**src/rtl/fetch_pkg.sv**
```systemverilog
// Shared types and defaults for the instruction fetch sequencer.
// The timer width helper keeps the down-stream timer sizing in one place.
package fetch_pkg;

    typedef enum logic [1:0] {
        IDLE = 2'd0,
        REQ  = 2'd1,
        WAIT = 2'd2,
        HOLD = 2'd3
    } fetch_state_t;

    localparam int DEFAULT_TIMEOUT = 16;
    localparam int DEFAULT_WIDTH   = 32;

    // A timeout of 1 would still need a one-bit timer.
    function automatic int timer_width(input int timeout);
        return (timeout > 1) ? $clog2(timeout) : 1;
    endfunction

endpackage

```
**src/rtl/pc_fetch_ctrl_cmp.sv**
```systemverilog
// Equality compare of the incoming PC against the last delivered PC.
// Kept separate so the compare can be retimed or widened on its own.
module pc_fetch_ctrl_cmp
    import fetch_pkg::*;
#(
    parameter int WIDTH = DEFAULT_WIDTH
) (
    input  logic [WIDTH-1:0] a,
    input  logic [WIDTH-1:0] b,
    output logic             eq
);

    assign eq = (a == b);

endmodule

```
**src/rtl/pc_fetch_ctrl.sv**
```systemverilog
// Fetch sequencer: one memory read per PC change, response timeout/retry,
// late-response discard and flush, word held on valid/ready until taken.
//
// state | meaning
// IDLE  | waiting for a PC that differs from the last delivered one
// REQ   | mem_req high with addr_q until mem_gnt
// WAIT  | granted, waiting for mem_rvalid; times out and re-requests
// HOLD  | instr_valid high with data_q until instr_ready
module pc_fetch_ctrl
    import fetch_pkg::*;
#(
    parameter int WIDTH   = DEFAULT_WIDTH,
    parameter int TIMEOUT = DEFAULT_TIMEOUT
) (
    input  logic             clk,
    input  logic             reset,
    input  logic [WIDTH-1:0] pc,
    input  logic             pc_valid,
    input  logic             flush,
    output logic             same_pc,
    output logic             busy,
    output logic             mem_req,
    output logic [WIDTH-1:0] mem_addr,
    input  logic             mem_gnt,
    input  logic             mem_rvalid,
    input  logic [WIDTH-1:0] mem_rdata,
    output logic [WIDTH-1:0] instr,
    output logic             instr_valid,
    input  logic             instr_ready,
    output logic             err
);

    localparam int            TW         = timer_width(TIMEOUT);
    localparam logic [TW-1:0] TIMER_LAST = TW'(TIMEOUT - 1);
    localparam logic [TW-1:0] TIMER_ONE  = TW'(1);

    fetch_state_t     state, state_nxt;
    logic [WIDTH-1:0] last_pc, last_pc_nxt;
    logic [WIDTH-1:0] addr_q, addr_nxt;
    logic [WIDTH-1:0] data_q, data_nxt;
    logic             seen, seen_nxt;
    logic             drop, drop_nxt;
    logic [TW-1:0]    timer, timer_nxt;

    logic pc_eq;
    logic start;
    logic rsp_take;
    logic timeout_hit;

    pc_fetch_ctrl_cmp #(
        .WIDTH (WIDTH)
    ) u_cmp (
        .a  (pc),
        .b  (last_pc),
        .eq (pc_eq)
    );

    assign same_pc     = pc_eq & seen;
    assign start       = pc_valid & ~same_pc;
    // A response arriving while drop is set belongs to an abandoned request.
    assign rsp_take    = mem_rvalid & ~drop;
    assign timeout_hit = (state == WAIT) & ~rsp_take & (timer == TIMER_LAST);

    always_ff @(posedge clk or posedge reset) begin
        if (reset) begin
            state   <= IDLE;
            last_pc <= '0;
            addr_q  <= '0;
            data_q  <= '0;
            seen    <= 1'b0;
            drop    <= 1'b0;
            timer   <= '0;
        end else begin
            state   <= state_nxt;
            last_pc <= last_pc_nxt;
            addr_q  <= addr_nxt;
            data_q  <= data_nxt;
            seen    <= seen_nxt;
            drop    <= drop_nxt;
            timer   <= timer_nxt;
        end
    end

    always_comb begin
        state_nxt   = state;
        last_pc_nxt = last_pc;
        addr_nxt    = addr_q;
        data_nxt    = data_q;
        seen_nxt    = seen;
        timer_nxt   = timer;
        drop_nxt    = drop & ~mem_rvalid;

        if (flush) begin
            state_nxt = IDLE;
            seen_nxt  = 1'b0;
            // A request already granted will still answer; swallow it.
            if ((state == WAIT) || ((state == REQ) && mem_gnt)) begin
                drop_nxt = 1'b1;
            end
        end else begin
            case (state)
                IDLE: begin
                    if (start) begin
                        addr_nxt  = pc;
                        state_nxt = REQ;
                    end
                end
                REQ: begin
                    if (mem_gnt) begin
                        timer_nxt = '0;
                        state_nxt = WAIT;
                    end
                end
                WAIT: begin
                    if (rsp_take) begin
                        data_nxt  = mem_rdata;
                        state_nxt = HOLD;
                    end else if (timer == TIMER_LAST) begin
                        drop_nxt  = 1'b1;
                        state_nxt = REQ;
                    end else begin
                        timer_nxt = timer + TIMER_ONE;
                    end
                end
                HOLD: begin
                    if (instr_ready) begin
                        last_pc_nxt = addr_q;
                        seen_nxt    = 1'b1;
                        state_nxt   = IDLE;
                    end
                end
                default: state_nxt = IDLE;
            endcase
        end
    end

    always_comb begin
        busy        = (state != IDLE);
        mem_req     = (state == REQ);
        mem_addr    = addr_q;
        instr_valid = (state == HOLD);
        instr       = data_q;
        err         = timeout_hit & ~flush;
    end

endmodule

```
**config.mk**
```make
export PLATFORM = sky130hd
export DESIGN_NAME = pc_fetch_ctrl
export DESIGN_NICKNAME = d
export VERILOG_FILES = /design/src/rtl/fetch_pkg.sv /design/src/rtl/pc_fetch_ctrl_cmp.sv /design/src/rtl/pc_fetch_ctrl.sv
export SDC_FILE = /design/constraint.sdc
export NUM_CORES = 1
export LEC_CHECK = 0
export ABC_AREA = 1
export CELL_PAD_IN_SITES_DETAIL_PLACEMENT = 1
export CELL_PAD_IN_SITES_GLOBAL_PLACEMENT = 1
export CORE_UTILIZATION = 38
export DETAILED_ROUTE_END_ITERATION = 8
export GPL_ROUTABILITY_DRIVEN = 0
export PLACE_DENSITY_LB_ADDON = 0.1
export SLEW_MARGIN = 20
export SYNTH_ARGS = -nofsm -noshare
export SYNTH_HDL_FRONTEND = slang
export SYNTH_SLANG_ARGS = --single-unit
```
**constraint.sdc**
```tcl
create_clock -name clk -period 8.05 [get_ports clk]
set_input_delay 1.61 -clock clk [delete_from_list [all_inputs] [get_ports clk]]
set_output_delay 1.61 -clock clk [all_outputs]
set_load 0.005 [all_outputs]
```
==> results of run 1 <==
-- cells in the mapped netlist, drive strengths merged, types with 2 or more instances --
library cell and count:
a21oi 32, buf 12, clkbuf 3, dfrtp 104, inv 77, mux2 37
nand2 134, nand3 12, nand4 10, nor2 53, nor3 5, nor3b 2
nor4 3, o21ai 41, o22ai 3, xnor2 5
-- area by class of cell --
type / count / area, um2
well taps: 168 / 210
multi-input cells: 342 / 1840
inverters: 77 / 292
repair buffers: 141 / 1410
flip-flops and latches: 104 / 2600
clock inverters: 6 / 68.8
clock buffers: 10 / 229
fillers: 1472 / 5570
-- per-stage QoR --
| step | area (um2) | util, % |
|---|---|---|
| detailed placement | 6350 | 52.0 |
| CTS | 6650 | 54.4 |
| global route | 6650 | 54.4 |
| floorplan | 4830 | - |
| global placement | 6350 | 52.0 |
| finish | 6650 | 54.4 |
-- sequential cells by signal (all words and copies together) (netlist names) --
signal / flops
state: 2
mem_addr: 32
instr: 32
last_pc: 32
drop: 1
seen: 1
timer: 4
-- where the power goes --
| group | leakage [nW] | internal [mW] | switching (mW) |
|---|---|---|---|
| clock network | 0.143 | 0.243 | 0.201 |
| logic | 1.83 | 0.476 | 0.386 |
| registers | 1.27 | 0.752 | 0.157 |
| total | 3.25 | 1.47 | 0.744 |
-- worst reg2reg max path: cells and delay by family (launching register included) --
family / cells / cell delay [ns]
buf+inv: 2 / 0.11
compound gates: 1 / 0.48
flops: 1 / 0.38
simple gates: 8 / 1.02
-- path summary, 6_finish.rpt --
path,end,slack [ns],depth (start not counted)
worst min-delay path,drop$_DFF_PP0_,0.50,2
max in group asynchronous,state[0]$_DFFE_PP0P_,5.16,3
min in group asynchronous,mem_addr[2]$_DFFE_PP0P_,1.60,2
worst max-delay path,same_pc,2.87,8
worst max register to register,mem_addr[15]$_DFFE_PP0P_,5.96,11
worst min register to register,drop$_DFF_PP0_,0.50,2
-- metal layers --
layer	wire length, um	global-route usage, %	vias to the layer above
li1	-	-	1985
met1	5620	25.3	1987
met2	6800	38.9	92
met3	769	7.12	15
met4	221	7.27	0
met5	0	0	-
-- cells by family (layout without fill, tap and decap cells) --
group                    count (synthesis)  after routing  share of synthesized area [%]
AO/OA/AOI/OAI                           79             79                           8.49
flip-flops                             104            104                           53.9
multiplexers                            37             37                           8.70
buffers and inverters                   92            234                           8.16
AND/OR/NAND/NOR                        219            219                           19.4
adder cells (fa/ha/maj)                  1              1                          0.259
XOR/XNOR                                 6              6                           1.09
==> flow_summary.yaml, run 1 <==
timing:
  period_minus_slack_ns: 5.18
  fin_ws_ns: 2.87
  whs_ns: 0.503
  fin_skew_ns: 0.00659
  fmax_mhz: 193
  worst_pin_slew_ns: 0.942
  slew_headroom_pct: 37.2
  finalCritPeriodShare_pct: 64.3
  grt_setup_unrepaired: "false"
  drv_slew: 0
  tns_ns: 0
  hold_violations: 0
  setup_viol: 0
critical_path:
  crit_family: "buffers and inverters"
  path_common_cell: "clkdlybuf4s50_1"
  crit_type: "primary input to primary output"
  critPathRequiredTime_ns: 6.44
  arrival_ns: 3.57
  worstPathMaxFanout: 2
  worst_r2r_startpoint: "last_pc[15]$_DFFE_PP0P_"
  start_kind: "primary input"
  cp_cell_sequence: "clkdlybuf4s50_1 -> inv_1 -> nand2_1 -> o21ai_0 -> a2111oi_0 -> nand3_1 -> nor2_1 -> clkdlybuf4s50_1"
  crit_path_start: "pc[4]"
  worst-path-buf-inv: 3
  cp_slowest_stage_delay_ns: 0.53
  critPathSlowestCell: "clkdlybuf4s50_1"
  crit_path_end_kind: "primary output"
routing:
  vias: 4079
  drt-initial-drc-count: 134
  ant_nets: 0
  via_per_inst: 4.81
  drt-pass1-iter-count: 4
  wirelength_mm: 13.4
  wl_per_cell_um: 15.8
  drc: 0
pwr:
  power.density_mw_per_mm2: 333
  fin_total_pwr_mw: 2.22
  peakVddDrop_mv: 0.160
  p_leak_nw: 3.25
worst_hold_path:
  hp-class: "flop to flop"
  min_from: "drop$_DFF_PP0_"
logic_synthesis:
  ys_ff_latch: 104
  yosysUniqueCellTypes: 30
  syn_area_mm2: 0.00483
  ys_top_cells_by_area: "dfrtp_1 54%, nand2_1 10%, mux2_2 8.4%"
  ys_warn_count: 0
  ys_async_sr_fraction_pct: 100
  synth-edff-count: 0
  synth_ff_type: "dfrtp_1"
  synthCells: 538
  syn_avg_cell_area_um2: 8.98
  synth_largest_area_cell: "dfrtp_1"
  syn_nets: 610
  ys_seq_area_share_pct: 53.9
  synth_top_area_share_pct: 53.9
layout:
  final_common_cell: "clkdlybuf4s50_1"
  layout-drive-gt1-share_pct: 9.26
  stdcell_count: 848
  layout_common_cells: "139 x clkdlybuf4s50_1, 133 x nand2_1, 104 x dfrtp_1"
  diodes: 0
  area.growth.synth_to_final_pct: 37.5
  nNetsFinal: 747
clock_tree:
  clkTransAtPathRegs_ns: 0.07
  cts-hold-fix-buffers: 0
  numCtsBuffers: 9
  post_cts_buffers: 0
  ctsHtreeMaxLevel: 3
  root_buffer: "clkbuf_16"
  cts_sinks: 104
  cts_tree: "yes"
  cts_resized: 0
  clk_latency_ns: 0.36
  cts_buffer_depth: 2
floorplan:
  pin_count: 140
  fp.dieH_um: 115
  start_util_pct: 39.6
  core_mm2: 0.0122
  row_count: 40
  chipWidth_um: 115
  die-area_mm2: 0.0132
grt:
  grt_max_degree: 75
  grtUsageTotal_pct: 22.0
  grt_pass1_vias: 4420
  antenna_found_initial: 0
  grt_first_pass_wirelength_mm: 21.8
  grt_overflow: 0
flow_run:
  maxCapViolCount: 0
placement:
  dp.cells: 832
  dpl.hpwl_mm: 9.98
  pre_cts_slack_ns: 2.88
  numPortBuffers: 139
outcome:
  status: "completed"
No activity file was read; power rests on OpenSTA's default activity.
==> run 2, diff against run 1 <==
--- a/config.mk
+++ b/config.mk
@@ -8,7 +8,7 @@
 export ABC_AREA = 1
 export CELL_PAD_IN_SITES_DETAIL_PLACEMENT = 1
 export CELL_PAD_IN_SITES_GLOBAL_PLACEMENT = 1
-export CORE_UTILIZATION = 38
+export CORE_UTILIZATION = 35
 export DETAILED_ROUTE_END_ITERATION = 8
 export GPL_ROUTABILITY_DRIVEN = 0
 export PLACE_DENSITY_LB_ADDON = 0.1
==> constraint.sdc (replaced) <==
create_clock -name clk -period 5.05 [get_ports clk]
set_input_delay 1.01 -clock clk [delete_from_list [all_inputs] [get_ports clk]]
set_output_delay 1.01 -clock clk [all_outputs]
set_load 0.005 [all_outputs]
==> run 2 against run 1 <==
Clock skew is 0.0011 ns lower. Sequential cell count unchanged. Via count is 1.1% higher. Register-to-register slack lost 3.0 ns. Worst setup slack got worse by 1.9 ns. Clock power is 51% higher. Total power up 58%. Die area grew 8.4%. Count of clock-buffer cells in the layout down 1. Non-clock buffer count is 1 higher.
==> flow_summary.yaml, run 2 (synthesis gave the netlist of run 1 again) <==
outcome:
  status: "completed"
timing:
  drv_slew: 0
  tns_ns: 0
  finalCritPeriodShare_pct: 80.5
  grt_setup_unrepaired: "false"
  worst_pin_slew_ns: 0.913
  period_minus_slack_ns: 4.07
  fmax_mhz: 246
  hold_violations: 0
  whs_ns: 0.505
  slew_headroom_pct: 38.9
  setup_viol: 0
  fin_skew_ns: 0.00549
grt:
  grtUsageTotal_pct: 20.2
  grt_overflow: 0
  antenna_found_initial: 0
  grt_max_degree: 65
  grt_pass1_vias: 4474
  grt_first_pass_wirelength_mm: 22.3
critical_path:
  worstPathMaxFanout: 2
  critPathSlowestCell: "clkdlybuf4s50_1"
  start_kind: "primary input"
  crit_type: "primary input to primary output"
  crit_family: "buffers and inverters"
  cp_slowest_stage_delay_ns: 0.53
  reg2reg_depth: 11
  r2r-end: "mem_addr[4]$_DFFE_PP0P_"
  crit_path_start: "pc[4]"
  worst-path-stages: 8
  worst_r2r_startpoint: "last_pc[15]$_DFFE_PP0P_"
  critPathRequiredTime_ns: 4.04
  arrival_ns: 3.06
  worst-path-buf-inv: 3
  crit_path_end_kind: "primary output"
  path_common_cell: "clkdlybuf4s50_1"
  cp_cell_sequence: "clkdlybuf4s50_1 -> inv_1 -> nand2_1 -> o21ai_0 -> a2111oi_0 -> nand3_1 -> nor2_1 -> clkdlybuf4s50_1"
  ff2ff_setup_slack_ns: 2.95
placement:
  dpl.hpwl_mm: 10.3
  numPortBuffers: 139
clock_tree:
  ctsHtreeMaxLevel: 3
  cts_tree: "yes"
  clkTransAtPathRegs_ns: 0.07
  cts_sinks: 104
  cts_resized: 0
  post_cts_buffers: 0
  cts-hold-fix-buffers: 0
  numCtsBuffers: 9
  root_buffer: "clkbuf_16"
  clk_latency_ns: 0.36
  cts_buffer_depth: 2
floorplan:
  fp.dieH_um: 120
  row_count: 42
  chipWidth_um: 120
  pin_count: 140
  start_util_pct: 36.2
  die-area_mm2: 0.0143
  core_mm2: 0.0133
worst_hold_path:
  min_from: "instr[7]$_DFFE_PP0P_"
  hold_depth: 1
  hp-class: "flop to flop"
  holdPathEnd: "instr[7]$_DFFE_PP0P_"
layout:
  diodes: 0
  area.growth.synth_to_final_pct: 37.6
  nNetsFinal: 748
  fillers: 1531
  final_common_cell: "clkdlybuf4s50_1"
  multi_input_area_mm2: 0.00184
  seq_area_mm2: 0.00260
  layout-drive-gt1-share_pct: 9.54
  layout_common_cells: "139 x clkdlybuf4s50_1, 133 x nand2_1, 104 x dfrtp_1"
routing:
  wirelength_mm: 13.6
  drt-initial-drc-count: 182
  vias: 4123
  via_per_inst: 4.81
  ant_nets: 0
  drt-pass1-iter-count: 4
  wl_per_cell_um: 15.9
  drc: 0
flow_run:
  maxCapViolCount: 0
pwr:
  power.density_mw_per_mm2: 526
  p_leak_nw: 3.24
  peakVddDrop_mv: 0.279
run 2: how the worst max path moves through the flow:
stage,endpoint,slack (ns)
global placement,same_pc,1.07
global route,same_pc,0.79
finish,same_pc,0.98
detailed placement,same_pc,0.97
floorplan,drop$_DFF_PP0_,1.31
CTS,same_pc,0.96
run 2: per-stage QoR:
| step | instance area, um2 | util [%] | power (mW) | setup slack, ns | std cells |
|---|---|---|---|---|---|
| floorplan | 4830 | - | 2.08 | 1.31 | 538 |
| global route | 6650 | 49.8 | 3.76 | 0.789 | 857 |
| detailed placement | 6370 | 47.7 | 2.86 | 0.970 | 841 |
| finish | 6650 | 49.8 | 3.50 | 0.983 | 857 |
| CTS | 6650 | 49.8 | 3.55 | 0.963 | 857 |
| global placement | 6370 | 47.7 | 2.79 | 1.07 | 841 |
run 2: layout make-up:
class / count / share of cell area, %
inverter: 77 / 4.39
sequential: 104 / 39.1
clock buffer: 9 / 3.39
timing repair buffer: 142 / 21.3
clock inverter: 7 / 0.847
multi-input combinational: 342 / 27.6
tap: 176 / 3.31
run 2: power by group:
part           leakage (nW)  switching, mW  internal, mW
clock                 0.136          0.330         0.340
combinational          1.84          0.618         0.760
sequential             1.27          0.252          1.20
run 2: layer usage:
| layer | global-route usage (%) | routed length [um] |
|---|---|---|
| met5 | 0 | 0 |
| met2 | 35.8 | 7040 |
| met4 | 4.38 | 153 |
| met3 | 7.65 | 877 |
| met1 | 22.9 | 5570 |
==> run 3, diff against run 2 <==
==> constraint.sdc (replaced) <==
create_clock -name clk -period 4 [get_ports clk]
set_input_delay 0.8 -clock clk [delete_from_list [all_inputs] [get_ports clk]]
set_output_delay 0.8 -clock clk [all_outputs]
set_load 0.005 [all_outputs]
==> run 3 against run 2 <==
Clock skew increased by 0.0015 ns. Clock power up 36%. Largest cell class unchanged. Routed wire length is 0.80% lower. Combinational power is 25% higher. Global-route usage up 0.087 points. Sequential power rose by 26%. Worst setup slack worse by 0.54 ns. Die area unchanged. Register-to-register slack worse by 1.0 ns.
==> flow_summary.yaml, run 3 (synthesis gave the netlist of run 1 again) <==
outcome:
  status: "completed"
grt:
  grt_pass1_vias: 4363
  antenna_found_initial: 0
  grt_overflow: 0
  grt_first_pass_wirelength_mm: 22.3
  grt_max_degree: 65
  grtUsageTotal_pct: 20.3
pwr:
  intPower_mw: 3.00
  p_seq_share_pct: 41.0
  p_leak_nw: 3.26
  clock_power_share_pct: 20.3
  combPwrFrac_pct: 38.7
  peakVddDrop_mv: 0.344
  power.density_mw_per_mm2: 669
  p_switching_mw: 1.48
  switching_share_pct: 33.1
  fin_total_pwr_mw: 4.47
critical_path:
  crit_path_end_kind: "primary output"
  crit_type: "primary input to primary output"
  critPathRequiredTime_ns: 3.20
  worstPathMaxFanout: 2
  arrival_ns: 2.76
  start_kind: "primary input"
layout:
  layout-drive-gt1-share_pct: 9.40
  diodes: 0
  final_util_pct: 50.1
  layout_common_cells: "139 x clkdlybuf4s50_1, 133 x nand2_1, 104 x dfrtp_1"
  area.growth.synth_to_final_pct: 38.4
  final_common_cell: "clkdlybuf4s50_1"
  stdcell_count: 857
  nNetsFinal: 748
  fillers: 1541
timing:
  fin_skew_ns: 0.00701
  whs_ns: 0.501
  setup_viol: 0
  slew_headroom_pct: 51.4
  fmax_mhz: 281
  period_minus_slack_ns: 3.56
  hold_violations: 0
  finalCritPeriodShare_pct: 88.9
  drv_slew: 0
  tns_ns: 0
  worst_pin_slew_ns: 0.729
  grt_setup_unrepaired: "false"
clock_tree:
  clk_latency_ns: 0.35
  clkTransAtPathRegs_ns: 0.07
  cts-hold-fix-buffers: 0
  root_buffer: "clkbuf_16"
  cts_resized: 0
  numCtsBuffers: 9
  ctsHtreeMaxLevel: 3
  cts_buffer_depth: 2
  post_cts_buffers: 0
  cts_tree: "yes"
  cts_sinks: 104
floorplan:
  start_util_pct: 36.2
  core_mm2: 0.0133
  pin_count: 140
  die-area_mm2: 0.0143
  chipWidth_um: 120
  row_count: 42
  fp.dieH_um: 120
flow_run:
  maxCapViolCount: 0
routing:
  ant_nets: 0
  drc: 0
  wirelength_mm: 13.5
  via_per_inst: 4.71
  drt-pass1-iter-count: 4
  drt-initial-drc-count: 114
  vias: 4033
  wl_per_cell_um: 15.8
placement:
  dpl.hpwl_mm: 10.2
  numPortBuffers: 139
  dp.cells: 841
worst_hold_path:
  hp-class: "flop to flop"
## run 3: path summary, 6_finish.rpt
kind	from	end	slack, ns	cells past startpoint
max	pc[4]	same_pc	0.44	8
min	drop$_DFF_PP0_	drop$_DFF_PP0_	0.50	2
max reg2reg	last_pc[15]$_DFFE_PP0P_	mem_addr[2]$_DFFE_PP0P_	1.94	11
min reg2reg	drop$_DFF_PP0_	drop$_DFF_PP0_	0.50	2
max in group asynchronous	reset	mem_addr[13]$_DFFE_PP0P_	2.34	3
min in group asynchronous	reset	last_pc[2]$_DFFE_PP0P_	0.92	2
## run 3: per-layer routing
metal / vias up / global-route usage, % / routed length, um
li1: 1996 / - / -
met1: 1940 / 23.9 / 5640
met2: 87 / 34.9 / 6850
met3: 10 / 7.70 / 909
met4: 0 / 4.38 / 132
met5: - / 0 / 0
## run 3: layout make-up
type                       count  area (um2)  share of cell area, %
sequential                   104        2600                   38.9
clock buffer                  12         256                   3.84
timing repair buffer         142        1430                   21.3
inverter                      77         292                   4.36
multi-input combinational    342        1840                   27.5
clock inverter                 4        52.6                  0.786
tap                          176         220                   3.29
## run 3: power by group through the flow
| stage | Clock [mW] | Combinational [mW] | Sequential [mW] |
|---|---|---|---|
| 2_1_floorplan | 0 | 0.810 | 1.81 |
| 3_3_place_gp | 0 | 1.70 | 1.82 |
| 3_5_place_dp | 0 | 1.75 | 1.85 |
| 4_1_cts | 0.945 | 1.77 | 1.84 |
| 5_1_grt | 0.979 | 1.93 | 1.90 |
| 6_report | 0.908 | 1.73 | 1.83 |
## run 3: through the flow
| stage | instance area, um2 | setup slack, ns |
|---|---|---|
| CTS | 6690 | 0.415 |
| detailed placement | 6380 | 0.441 |
| floorplan | 4830 | 0.468 |
| global route | 6690 | 0.252 |
| global placement | 6380 | 0.467 |
| finish | 6690 | 0.443 |
## run 3: critical path, cell delays in order
cell	delay [ns]
clkdlybuf4s50_1	0.50
inv_1	0.07
nand2_1	0.08
o21ai_0	0.09
a2111oi_0	0.36
nand3_1	0.14
nor2_1	0.20
clkdlybuf4s50_1	0.53
